<file path="src/rtl/elevator_scheduler.sv">
// SCAN-policy elevator sequencer: latches hall/car calls per floor and
// steps the car between floors, opening the door at served floors.
module elevator_scheduler #(
    parameter int NUM_FLOORS  = 8,
    parameter int MOVE_CYCLES = 50000000,
    parameter int DOOR_CYCLES = 100000000
) (
    input  logic                  clk,
    input  logic                  resetBtn_n,
    input  logic [2:0]            req_floor,
    input  logic                  req_up,
    input  logic                  req_down,
    input  logic                  req_in,
    output logic [2:0]            current_floor,
    output logic                  moving_up,
    output logic                  moving_down,
    output logic                  door_open,
    output logic [NUM_FLOORS-1:0] pending,
    output logic                  busy
);

    typedef enum logic [1:0] {
        IDLE,
        MOVE_UP,
        MOVE_DOWN,
        DOOR_OPEN
    } state_t;

    localparam logic [2:0]  TOP     = 3'(NUM_FLOORS - 1);
    localparam logic [31:0] MOVE_LD = 32'(MOVE_CYCLES);
    localparam logic [31:0] DOOR_LD = 32'(DOOR_CYCLES);

    state_t                  state;
    logic                    dir;
    logic [31:0]             timer;
    logic [NUM_FLOORS-1:0]   up_calls;
    logic [NUM_FLOORS-1:0]   dn_calls;
    logic [NUM_FLOORS-1:0]   car_calls;

    logic                    req_ok;
    logic                    up_ok;
    logic                    dn_ok;
    logic                    in_ok;
    logic                    here_req;
    logic [NUM_FLOORS-1:0]   req_sel;
    logic [NUM_FLOORS-1:0]   set_up;
    logic [NUM_FLOORS-1:0]   set_dn;
    logic [NUM_FLOORS-1:0]   set_car;

    logic [2:0]              nxt_floor;
    logic [NUM_FLOORS-1:0]   sel_cur;
    logic [NUM_FLOORS-1:0]   sel_nxt;
    logic [NUM_FLOORS-1:0]   gt_cur;
    logic [NUM_FLOORS-1:0]   lt_cur;
    logic [NUM_FLOORS-1:0]   gt_nxt;
    logic [NUM_FLOORS-1:0]   lt_nxt;

    logic                    here_cur;
    logic                    above_cur;
    logic                    below_cur;
    logic                    above_nxt;
    logic                    below_nxt;
    logic                    tick;
    logic                    stop_up;
    logic                    stop_dn;
    logic                    go_up;
    logic                    go_dn;

    logic [NUM_FLOORS-1:0]   clr_up;
    logic [NUM_FLOORS-1:0]   clr_dn;
    logic [NUM_FLOORS-1:0]   clr_car;

    assign pending     = up_calls | dn_calls | car_calls;
    assign moving_up   = (state == MOVE_UP);
    assign moving_down = (state == MOVE_DOWN);
    assign door_open   = (state == DOOR_OPEN);
    assign busy        = (state != IDLE);

    // Filter incoming strobes; a call for the open-door floor only holds the door
    always_comb begin
        req_ok   = int'(req_floor) < NUM_FLOORS;
        up_ok    = req_up && req_ok && (req_floor != TOP);
        dn_ok    = req_down && req_ok && (req_floor != 3'd0);
        in_ok    = req_in && req_ok;
        here_req = (state == DOOR_OPEN) && (req_floor == current_floor)
                   && (up_ok || dn_ok || in_ok);
        req_sel  = '0;
        for (int i = 0; i < NUM_FLOORS; i++) begin
            req_sel[i] = (3'(i) == req_floor);
        end
        set_up  = (up_ok && !here_req) ? req_sel : '0;
        set_dn  = (dn_ok && !here_req) ? req_sel : '0;
        set_car = (in_ok && !here_req) ? req_sel : '0;
    end

    // Floor masks for the current floor and the floor being arrived at
    always_comb begin
        nxt_floor = (state == MOVE_DOWN) ? current_floor - 3'd1
                                         : current_floor + 3'd1;
        sel_cur = '0;
        sel_nxt = '0;
        gt_cur  = '0;
        lt_cur  = '0;
        gt_nxt  = '0;
        lt_nxt  = '0;
        for (int i = 0; i < NUM_FLOORS; i++) begin
            sel_cur[i] = (3'(i) == current_floor);
            sel_nxt[i] = (3'(i) == nxt_floor);
            gt_cur[i]  = (3'(i) > current_floor);
            lt_cur[i]  = (3'(i) < current_floor);
            gt_nxt[i]  = (3'(i) > nxt_floor);
            lt_nxt[i]  = (3'(i) < nxt_floor);
        end
        here_cur  = |(pending & sel_cur);
        above_cur = |(pending & gt_cur);
        below_cur = |(pending & lt_cur);
        above_nxt = |(pending & gt_nxt);
        below_nxt = |(pending & lt_nxt);
        tick      = (timer == 32'd1);
        stop_up   = (|((car_calls | up_calls) & sel_nxt)) || !above_nxt;
        stop_dn   = (|((car_calls | dn_calls) & sel_nxt)) || !below_nxt;
        go_up     = above_cur && (dir || !below_cur);
        go_dn     = below_cur && (!dir || !above_cur);
    end

    // Calls served by this cycle's transition
    always_comb begin
        clr_up  = '0;
        clr_dn  = '0;
        clr_car = '0;
        unique case (state)
            IDLE: begin
                if (here_cur) begin
                    clr_up  = sel_cur;
                    clr_dn  = sel_cur;
                    clr_car = sel_cur;
                end
            end
            MOVE_UP: begin
                if (tick && stop_up) begin
                    clr_up  = sel_nxt;
                    clr_car = sel_nxt;
                    clr_dn  = above_nxt ? '0 : sel_nxt;
                end
            end
            MOVE_DOWN: begin
                if (tick && stop_dn) begin
                    clr_dn  = sel_nxt;
                    clr_car = sel_nxt;
                    clr_up  = below_nxt ? '0 : sel_nxt;
                end
            end
            DOOR_OPEN: begin
                if (tick && !here_req) begin
                    if (go_up) begin
                        clr_up  = sel_cur;
                        clr_car = sel_cur;
                    end else if (go_dn) begin
                        clr_dn  = sel_cur;
                        clr_car = sel_cur;
                    end
                end
            end
            default: begin
            end
        endcase
    end

    // Call bitmaps, car position, direction, timer and SCAN state machine
    always_ff @(posedge clk or negedge resetBtn_n) begin
        if (!resetBtn_n) begin
            state         <= IDLE;
            dir           <= 1'b1;
            timer         <= '0;
            current_floor <= '0;
            up_calls      <= '0;
            dn_calls      <= '0;
            car_calls     <= '0;
        end else begin
            up_calls  <= (up_calls & ~clr_up) | set_up;
            dn_calls  <= (dn_calls & ~clr_dn) | set_dn;
            car_calls <= (car_calls & ~clr_car) | set_car;
            unique case (state)
                IDLE: begin
                    if (here_cur) begin
                        state <= DOOR_OPEN;
                        timer <= DOOR_LD;
                    end else if (above_cur) begin
                        state <= MOVE_UP;
                        dir   <= 1'b1;
                        timer <= MOVE_LD;
                    end else if (below_cur) begin
                        state <= MOVE_DOWN;
                        dir   <= 1'b0;
                        timer <= MOVE_LD;
                    end
                end
                MOVE_UP: begin
                    if (tick) begin
                        current_floor <= nxt_floor;
                        if (stop_up) begin
                            state <= DOOR_OPEN;
                            timer <= DOOR_LD;
                        end else begin
                            timer <= MOVE_LD;
                        end
                    end else begin
                        timer <= timer - 32'd1;
                    end
                end
                MOVE_DOWN: begin
                    if (tick) begin
                        current_floor <= nxt_floor;
                        if (stop_dn) begin
                            state <= DOOR_OPEN;
                            timer <= DOOR_LD;
                        end else begin
                            timer <= MOVE_LD;
                        end
                    end else begin
                        timer <= timer - 32'd1;
                    end
                end
                DOOR_OPEN: begin
                    if (here_req) begin
                        timer <= DOOR_LD;
                    end else if (tick) begin
                        if (go_up) begin
                            state <= MOVE_UP;
                            dir   <= 1'b1;
                            timer <= MOVE_LD;
                        end else if (go_dn) begin
                            state <= MOVE_DOWN;
                            dir   <= 1'b0;
                            timer <= MOVE_LD;
                        end else begin
                            state <= IDLE;
                            timer <= '0;
                        end
                    end else begin
                        timer <= timer - 32'd1;
                    end
                end
                default: begin
                    state <= IDLE;
                end
            endcase
        end
    end

endmodule
</file>
<file path="config.mk">
export PLATFORM = sky130hd
export DESIGN_NAME = elevator_scheduler
export DESIGN_NICKNAME = d
export VERILOG_FILES = /design/src/rtl/elevator_scheduler.sv
export SDC_FILE = /design/constraint.sdc
export NUM_CORES = 1
export LEC_CHECK = 0
export BUFFER_PORTS_ARGS = -buffer_cell sky130_fd_sc_hd__buf_2
export CAP_MARGIN = 20
export CORE_ASPECT_RATIO = 1.5
export CORE_MARGIN = 8
export CORE_UTILIZATION = 45
export CTS_BUF_LIST = sky130_fd_sc_hd__clkbuf_4
export CTS_CLUSTER_DIAMETER = 200
export DETAILED_ROUTE_END_ITERATION = 8
export GPL_TIMING_DRIVEN = 0
export PLACE_DENSITY = 0.72
export SYNTH_ARGS = -nofsm -noshare
export SYNTH_HDL_FRONTEND = slang
export SYNTH_SLANG_ARGS = --single-unit
</file>
<file path="constraint.sdc">
create_clock -name clk -period 8.2 [get_ports clk]
set_input_delay 0 -clock clk [delete_from_list [all_inputs] [get_ports clk]]
set_output_delay 0 -clock clk [all_outputs]
set_load 0.01 [all_outputs]
</file>
==> results of run 1 <==
-- routing by layer --
| metal | track usage | part of all wire | up-vias | wire length, microns |
|---|---|---|---|---|
| met3 | 0.0397 | 0.073 | 81 | 1220 |
| met5 | 0 | 0 | - | 0 |
| met2 | 0.434 | 0.52 | 312 | 8700 |
| met4 | 0.166 | 0.060 | 0 | 1000 |
| li1 | - | - | 2355 | - |
| met1 | 0.250 | 0.35 | 2415 | 5850 |
-- synthesized netlist by cell type, types with 8 or more instances --
master and instances:
o221ai_1 15, dfrtp_1 61, nand2_1 54, inv_1 26
o22a_1 9, or3_1 9, a22oi_1 19, ha_1 13
nor2_1 57, nor3_1 35, a211oi_1 11, o21ai_0 46
o211ai_1 10, a21oi_1 47, o22ai_1 13, clkbuf_1 20
nand3_1 18, nor4_1 8
-- worst max-delay path, cell delays in order (launching register included) --
cell and delay [ps]:
dfrtp_1 590, buf_2 340, clkinv_1 330, ha_1 450
clkbuf_1 320, nor3b_1 120, a21oi_1 470, o22ai_1 230
nor4_1 610, a21oi_1 250, o21ai_1 660, nor2_1 140
o21ai_0 230
-- power breakdown --
group          total [mW]  leakage (nW)  internal [mW]  switching [mW]
Combinational       0.150          1.13         0.0650          0.0851
Clock               0.186        0.0618         0.0618           0.124
Sequential          0.396         0.667          0.345          0.0509
-- cell families after synthesis --
family | Yosys count | synth area share
buf+inv | 55 | 0.0464
fa+ha+maj | 13 | 0.0341
simple gates | 232 | 0.247
compound gates | 226 | 0.323
mux | 2 | 0.00629
flops | 62 | 0.325
xor+xnor | 10 | 0.0183
-- stage by stage --
| step | std cells | area (sq um) | utilization | hold slack, ps |
|---|---|---|---|---|
| 3_5_place_dp | 767 | 5080 | 0.485 | 165 |
| 5_1_grt | 783 | 5200 | 0.496 | 179 |
| 2_1_floorplan | 600 | 4770 | - | -296 |
| 6_report | 783 | 5200 | 0.496 | 132 |
| 3_3_place_gp | 766 | 5060 | 0.484 | 394 |
| 4_1_cts | 783 | 5200 | 0.496 | 131 |
-- layout make-up --
cell class | instances | area (sq um)
clock buffer | 10 | 75.1
timing repair buffer | 24 | 140
multi-input combinational | 483 | 3000
inverter | 27 | 101
sequential | 62 | 1550
fill | 1062 | 5280
tap | 144 | 180
buffer | 28 | 120
clock inverter | 5 | 27.5
-- worst max path at each step --
stage                     start            to  slack (ps)
2_1_floorplan  current_floor[0]     timer[26]        4880
3_3_place_gp   current_floor[0]  car_calls[6]        3670
3_5_place_dp   current_floor[0]  car_calls[7]        3610
4_1_cts        current_floor[0]   dn_calls[7]        3540
5_1_grt        current_floor[0]   dn_calls[0]        3180
6_report       current_floor[0]   dn_calls[7]        3370
-- registers in the layout, summed over array words and instances (netlist names) --
signal         count
current_floor      3
up_calls           8
timer             32
dn_calls           8
car_calls          8
dir                1
state              2
==> flow_summary_export.csv, run 1 <==
group,metric,value,unit
run_status,status,"completed",
cts,clock_latency,450,ps
drt,dr.pass1.iters,5,
logic_synthesis,syn_nets,621,
worst_setup_path,reg2reg_slack,3370,ps
floorplanning,initial_core_util,0.456,
placed_design,gp_congestion,1.05,
floorplanning,die_y,142,microns
cts,clockBufferDepth,2,
min_path,hold_class,"input port to register",
cts,cts_hold_buffers,1,
worst_setup_path,worstPathArrival,5180,ps
sta,fmax,207,MHz
placed_design,port_buffers,22,
sta,max_slew.worst_pin.slew,902,ps
logic_synthesis,syn_area,0.00477,sq mm
sta,setup_ws,3370,ps
drt,wirelength,16800,microns
cts,cts-root-buf,"clkbuf_4",
logic_synthesis,ys_ff_latch,62,
drt,wl_per_cell,21.4,microns
floorplanning,die_w,100,microns
power,total_power,0.732,mW
global_routing,grt_usage,0.242,
power,cellPowerDensity,141,mW/mm^2
drt,vias_per_cell,6.59,
logic_synthesis,yosys.area.top_type,"dfrtp_1",
sta,period_share,0.589,
min_path,whs_path_depth,4,
worst_setup_path,crit_type,"register to register",
sta,slew_headroom,0.394,
global_routing,grt_overflow,0,
finish,syn2layout_area_growth,8.86,%
logic_synthesis,ys_async_sr_fraction,1.00,
sta,skew,21.5,ps
finish,num_antenna_cells,0,
floorplanning,dieArea,0.0142,sq mm
cts,cts_resized,0,
worst_setup_path,reg2reg_depth,12,
sta,fin_setup_tns,0,ps
power,leakage,1.86,nW
worst_setup_path,crit_required,8550,ps
sta,grt_setup_unrepaired,"false",
cts,ctsHtreeMaxLevel,3,
cts,clk_pin_slew,120,ps
worst_setup_path,r2r-start,"current_floor[0]",
drt,drt_iter0_drc,484,
logic_synthesis,yosysSeqAreaShare,0.325,
sta,finalMaxSlewViolations,0,
finish,nNetsFinal,656,
logic_synthesis,yosys_warnings,0,
logic_synthesis,avgSynthCellArea,7.96,sq um
cts,cts_setup_buffers,0,
logic_synthesis,synthTopCellsByArea,"dfrtp_1, a21oi_1, o21ai_0",
global_routing,antenna_found_initial,0,
global_routing,grt_pass1_vias,5147,
placed_design,dp_hpwl,12600,microns
floorplanning,num_rows,46,
logic_synthesis,synth_top_flop_cell,"dfrtp_1",
finish,final_common_cell,"dfrtp_1",
logic_synthesis,synth_top_area_share,0.320,
logic_synthesis,syn_inst,600,
drt,final_antenna_net_count,0,
sta,finalSetupViolCount,0,
cts,cts_buffers,9,
logic_synthesis,synth_edf_count,0,
floorplanning,io-pin-count,23,
global_routing,grt_pass1_wl,26700,microns
floorplanning,coreArea,0.0105,sq mm
worst_setup_path,r2r-end,"dn_calls[7]",
sta,hold_viol_final,0,
drt,drc,0,
worst_setup_path,cp-end-kind,"register",
placed_design,place_ws,3610,ps
finish,layout_common_cells,"dfrtp_1, nor2_1, nand2_1",
worst_setup_path,crit_path_start_kind,"register",
worst_setup_path,cp_max_fo,10,
cts,cts.sinks,62,
power,ir_worst_vdd,0.0847,mV
run,drv_cap,0,
drt,vias,5163,
logic_synthesis,ys_types,67,
sta,fin_crit,4830,ps
global_routing,grt_max_degree,37,
cts,cts_tree,"done",
min_path,min_from,"req_floor[0]",
min_path,hold-path-endpoint,"car_calls[7]",
finish,drive_above_1_share,0.0923,
No activity file was read; power rests on OpenSTA's default activity.
==> run 2, diff against run 1 <==
- ABC_AREA: default -> 1
- PLACE_DENSITY: 0.72 -> 0.71
- clock period: 8.2 -> 4.5 ns (I/O delays scaled with it)
==> run 2 against run 1 <==
Non-clock buffer count decreased by 5. Routed wire length increased by 12%. Global-route usage decreased by 0.45 points. Clock power increased by 140%. Die area increased by 12%. Area after synthesis increased by 14%. Largest power group unchanged. Sequential cell count unchanged. Fmax increased by 49%. Clock-buffer cell count unchanged. Highest routed layer unchanged. Sequential share of layout area decreased by 3.8 points.
==> flow_summary_export.csv, run 2 <==
group,metric,value,unit
run_status,status,"completed",
sta,period_share,0.719,
cts,cts_buffers,9,
placed_design,dp_hpwl,14300,microns
finish,nNetsFinal,931,
global_routing,grt_pass1_vias,5751,
cts,ctsHtreeMaxLevel,3,
run,drv_cap,0,
worst_setup_path,crit_path_start_kind,"register",
sta,finalSetupViolCount,0,
power,leakage,3.04,nW
cts,clockBufferDepth,2,
logic_synthesis,synth_edf_count,0,
global_routing,grt_usage,0.238,
floorplanning,dieArea,0.0160,sq mm
cts,cts_resized,0,
logic_synthesis,ys_ff_latch,62,
logic_synthesis,ys_types,44,
logic_synthesis,synthTopCellsByArea,"dfrtp_1, nand2_1, nand3_1",
drt,vias_per_cell,5.68,
sta,max_slew.worst_pin.slew,849,ps
worst_setup_path,cp-end-kind,"register",
logic_synthesis,syn_area,0.00547,sq mm
floorplanning,num_rows,49,
finish,syn2layout_area_growth,8.84,%
finish,largest-register,"timer",
placed_design,port_buffers,21,
worst_setup_path,r2r-start,"current_floor[1]",
worst_setup_path,r2r-end,"timer[17]",
worst_setup_path,reg2reg_slack,1260,ps
worst_setup_path,crit_end,"timer[17]",
finish,largest_reg_flops,32,
sta,fin_crit,3240,ps
logic_synthesis,synth_top_area_share,0.279,
floorplanning,io-pin-count,23,
worst_setup_path,cp_max_fo,10,
logic_synthesis,syn_nets,896,
global_routing,grt_overflow,0,
drt,drc,0,
sta,slew_headroom,0.434,
worst_setup_path,crit_type,"register to register",
drt,final_antenna_net_count,0,
worst_setup_path,crit_required,4810,ps
logic_synthesis,synth-xor-area-share,0.0192,
drt,dr.pass1.iters,5,
sta,grt_setup_unrepaired,"false",
floorplanning,die_w,106,microns
logic_synthesis,synth_top_family_by_area,"simple AND/OR/NAND/NOR gates",
drt,wirelength,18700,microns
drt,drt_iter0_drc,435,
sta,finalMaxSlewViolations,0,
sta,skew,21.2,ps
worst_setup_path,worstPathArrival,3550,ps
logic_synthesis,synth_compound_area_frac,0.0842,
sta,fin_setup_tns,0,ps
logic_synthesis,synth_common_cells,"nand2_1, nor2_1, inv_1",
global_routing,grt_max_degree,63,
placed_design,gp_congestion,0.971,
logic_synthesis,synthSimpleGateAreaFrac,0.474,
floorplanning,initial_core_util,0.457,
cts,clock_latency,440,ps
cts,cts_tree,"done",
cts,clk_pin_slew,120,ps
min_path,hold_class,"input port to register",
logic_synthesis,syn_inst,875,
floorplanning,coreArea,0.0120,sq mm
power,cellPowerDensity,252,mW/mm^2
logic_synthesis,avgSynthCellArea,6.25,sq um
drt,vias,6076,
finish,final_util,0.498,
worst_setup_path,cp-startpoint,"current_floor[1]",
drt,wl_per_cell,17.5,microns
cts,cts.sinks,62,
global_routing,antenna_found_initial,1,
logic_synthesis,synth.most_common_cell,"nand2_1",
logic_synthesis,ys_async_sr_fraction,1.00,
logic_synthesis,synth_top_flop_cell,"dfrtp_1",
logic_synthesis,yosysSeqAreaShare,0.284,
logic_synthesis,yosys.area.top_type,"dfrtp_1",
cts,cts-root-buf,"clkbuf_4",
finish,n_fill_cell,1325,
logic_synthesis,yosys_warnings,0,
logic_synthesis,synthAdderAreaFrac,0.0298,
sta,fmax,309,MHz
finish,final_common_cell,"nand2_1",
floorplanning,die_y,151,microns
logic_synthesis,synth_mux_area_frac,0,
finish,layout_common_cells,"nand2_1, nor2_1, inv_1",
global_routing,grt_pass1_wl,29600,microns
power,ir_worst_vdd,0.357,mV
sta,hold_viol_final,0,
worst_setup_path,reg2reg_depth,17,
finish,drive_above_1_share,0.102,
-- run 2: cell types whose count changed in the layout (fill, tap and decap cells not counted), moves of 15 or more --
| cell | before | now |
|---|---|---|
| a21oi_1 | 47 | 29 |
| a22oi_1 | 19 | 4 |
| inv_1 | 26 | 115 |
| nand2_1 | 54 | 225 |
| nand3_1 | 18 | 103 |
| nand4_1 | 5 | 50 |
| nor2_1 | 57 | 118 |
| o21ai_0 | 46 | 30 |
| o221ai_1 | 15 | 0 |
-- run 2: cell families (layout without fill, tap and decap cells) --
| family | after synthesis | count (layout) |
|---|---|---|
| simple gates | 562 | 562 |
| buf+inv | 143 | 183 |
| other cells | 0 | 1 |
| fa+ha+maj | 13 | 13 |
| xor+xnor | 12 | 12 |
| compound gates | 83 | 83 |
| flops | 62 | 62 |
-- run 2: cell type report --
cell class              count  area, sq um  share of cell area
multi-input cells         670         3320               0.558
repair buffers             24          138              0.0231
clock buffers              10         75.1              0.0126
clock inverters             6         76.3              0.0128
well taps                 153          191              0.0322
inverters                 120          450              0.0757
diodes                      1         2.50            0.000421
plain buffers              23          143              0.0240
flip-flops and latches     62         1550               0.261
-- run 2: critical path, cell delays in order, from the launching register on --
cell,delay (ps)
dfrtp_1,580
inv_1,190
ha_1,360
inv_1,60
nand2_1,70
nand2_2,100
nor2_1,350
nand2_2,140
nand2_1,80
nand2_1,40
nand2_1,70
nand3_2,190
nand2_2,260
nand2_1,120
nand2_1,110
nand3_2,160
nand3_1,120
a21oi_1,70
-- run 2: how the worst min path moves through the flow --
stage	start	end	slack [ps]	depth (start not counted)
after global placement	resetBtn_n	current_floor[2]	430	1
after floorplan	resetBtn_n	car_calls[0]	-300	0
after CTS	req_up	up_calls[4]	60	5
after detailed placement	resetBtn_n	current_floor[2]	160	1
after global routing	req_up	up_calls[2]	100	5
final	req_up	up_calls[4]	90	5
-- run 2: where the power goes --
| group | switching [mW] | total [mW] | leakage, nW | internal (mW) |
|---|---|---|---|---|
| combinational | 0.226 | 0.352 | 2.29 | 0.126 |
| sequential | 0.0687 | 0.697 | 0.668 | 0.628 |
| clock | 0.226 | 0.451 | 0.0829 | 0.225 |
-- run 2: routing by layer --
layer / GRT usage / part of all wire / vias up
met5: 0 / 0 / -
met4: 0.203 / 0.079 / 0
met3: 0.0405 / 0.056 / 87
met2: 0.413 / 0.50 / 234
met1: 0.245 / 0.37 / 2814
li1: - / - / 2941
-- run 2: what timing repair did --
item / 4_1_cts / 5_1_grt
hold buffers: 3 / 0
setup buffers: 0 / 0
endpoints found under the hold margin: 70 / 0
-- run 2: through the flow --
step	hold slack [ps]	worst slack [ps]	instance area, sq um	cells	power [mW]
after CTS	57.3	1300	5950	1068	1.50
final	88.8	1260	5950	1069	1.50
after global routing	98.1	1010	5950	1069	1.59
after global placement	429	1360	5760	1049	1.04
after floorplan	-296	2010	5470	875	0.959
after detailed placement	160	1330	5770	1049	1.05
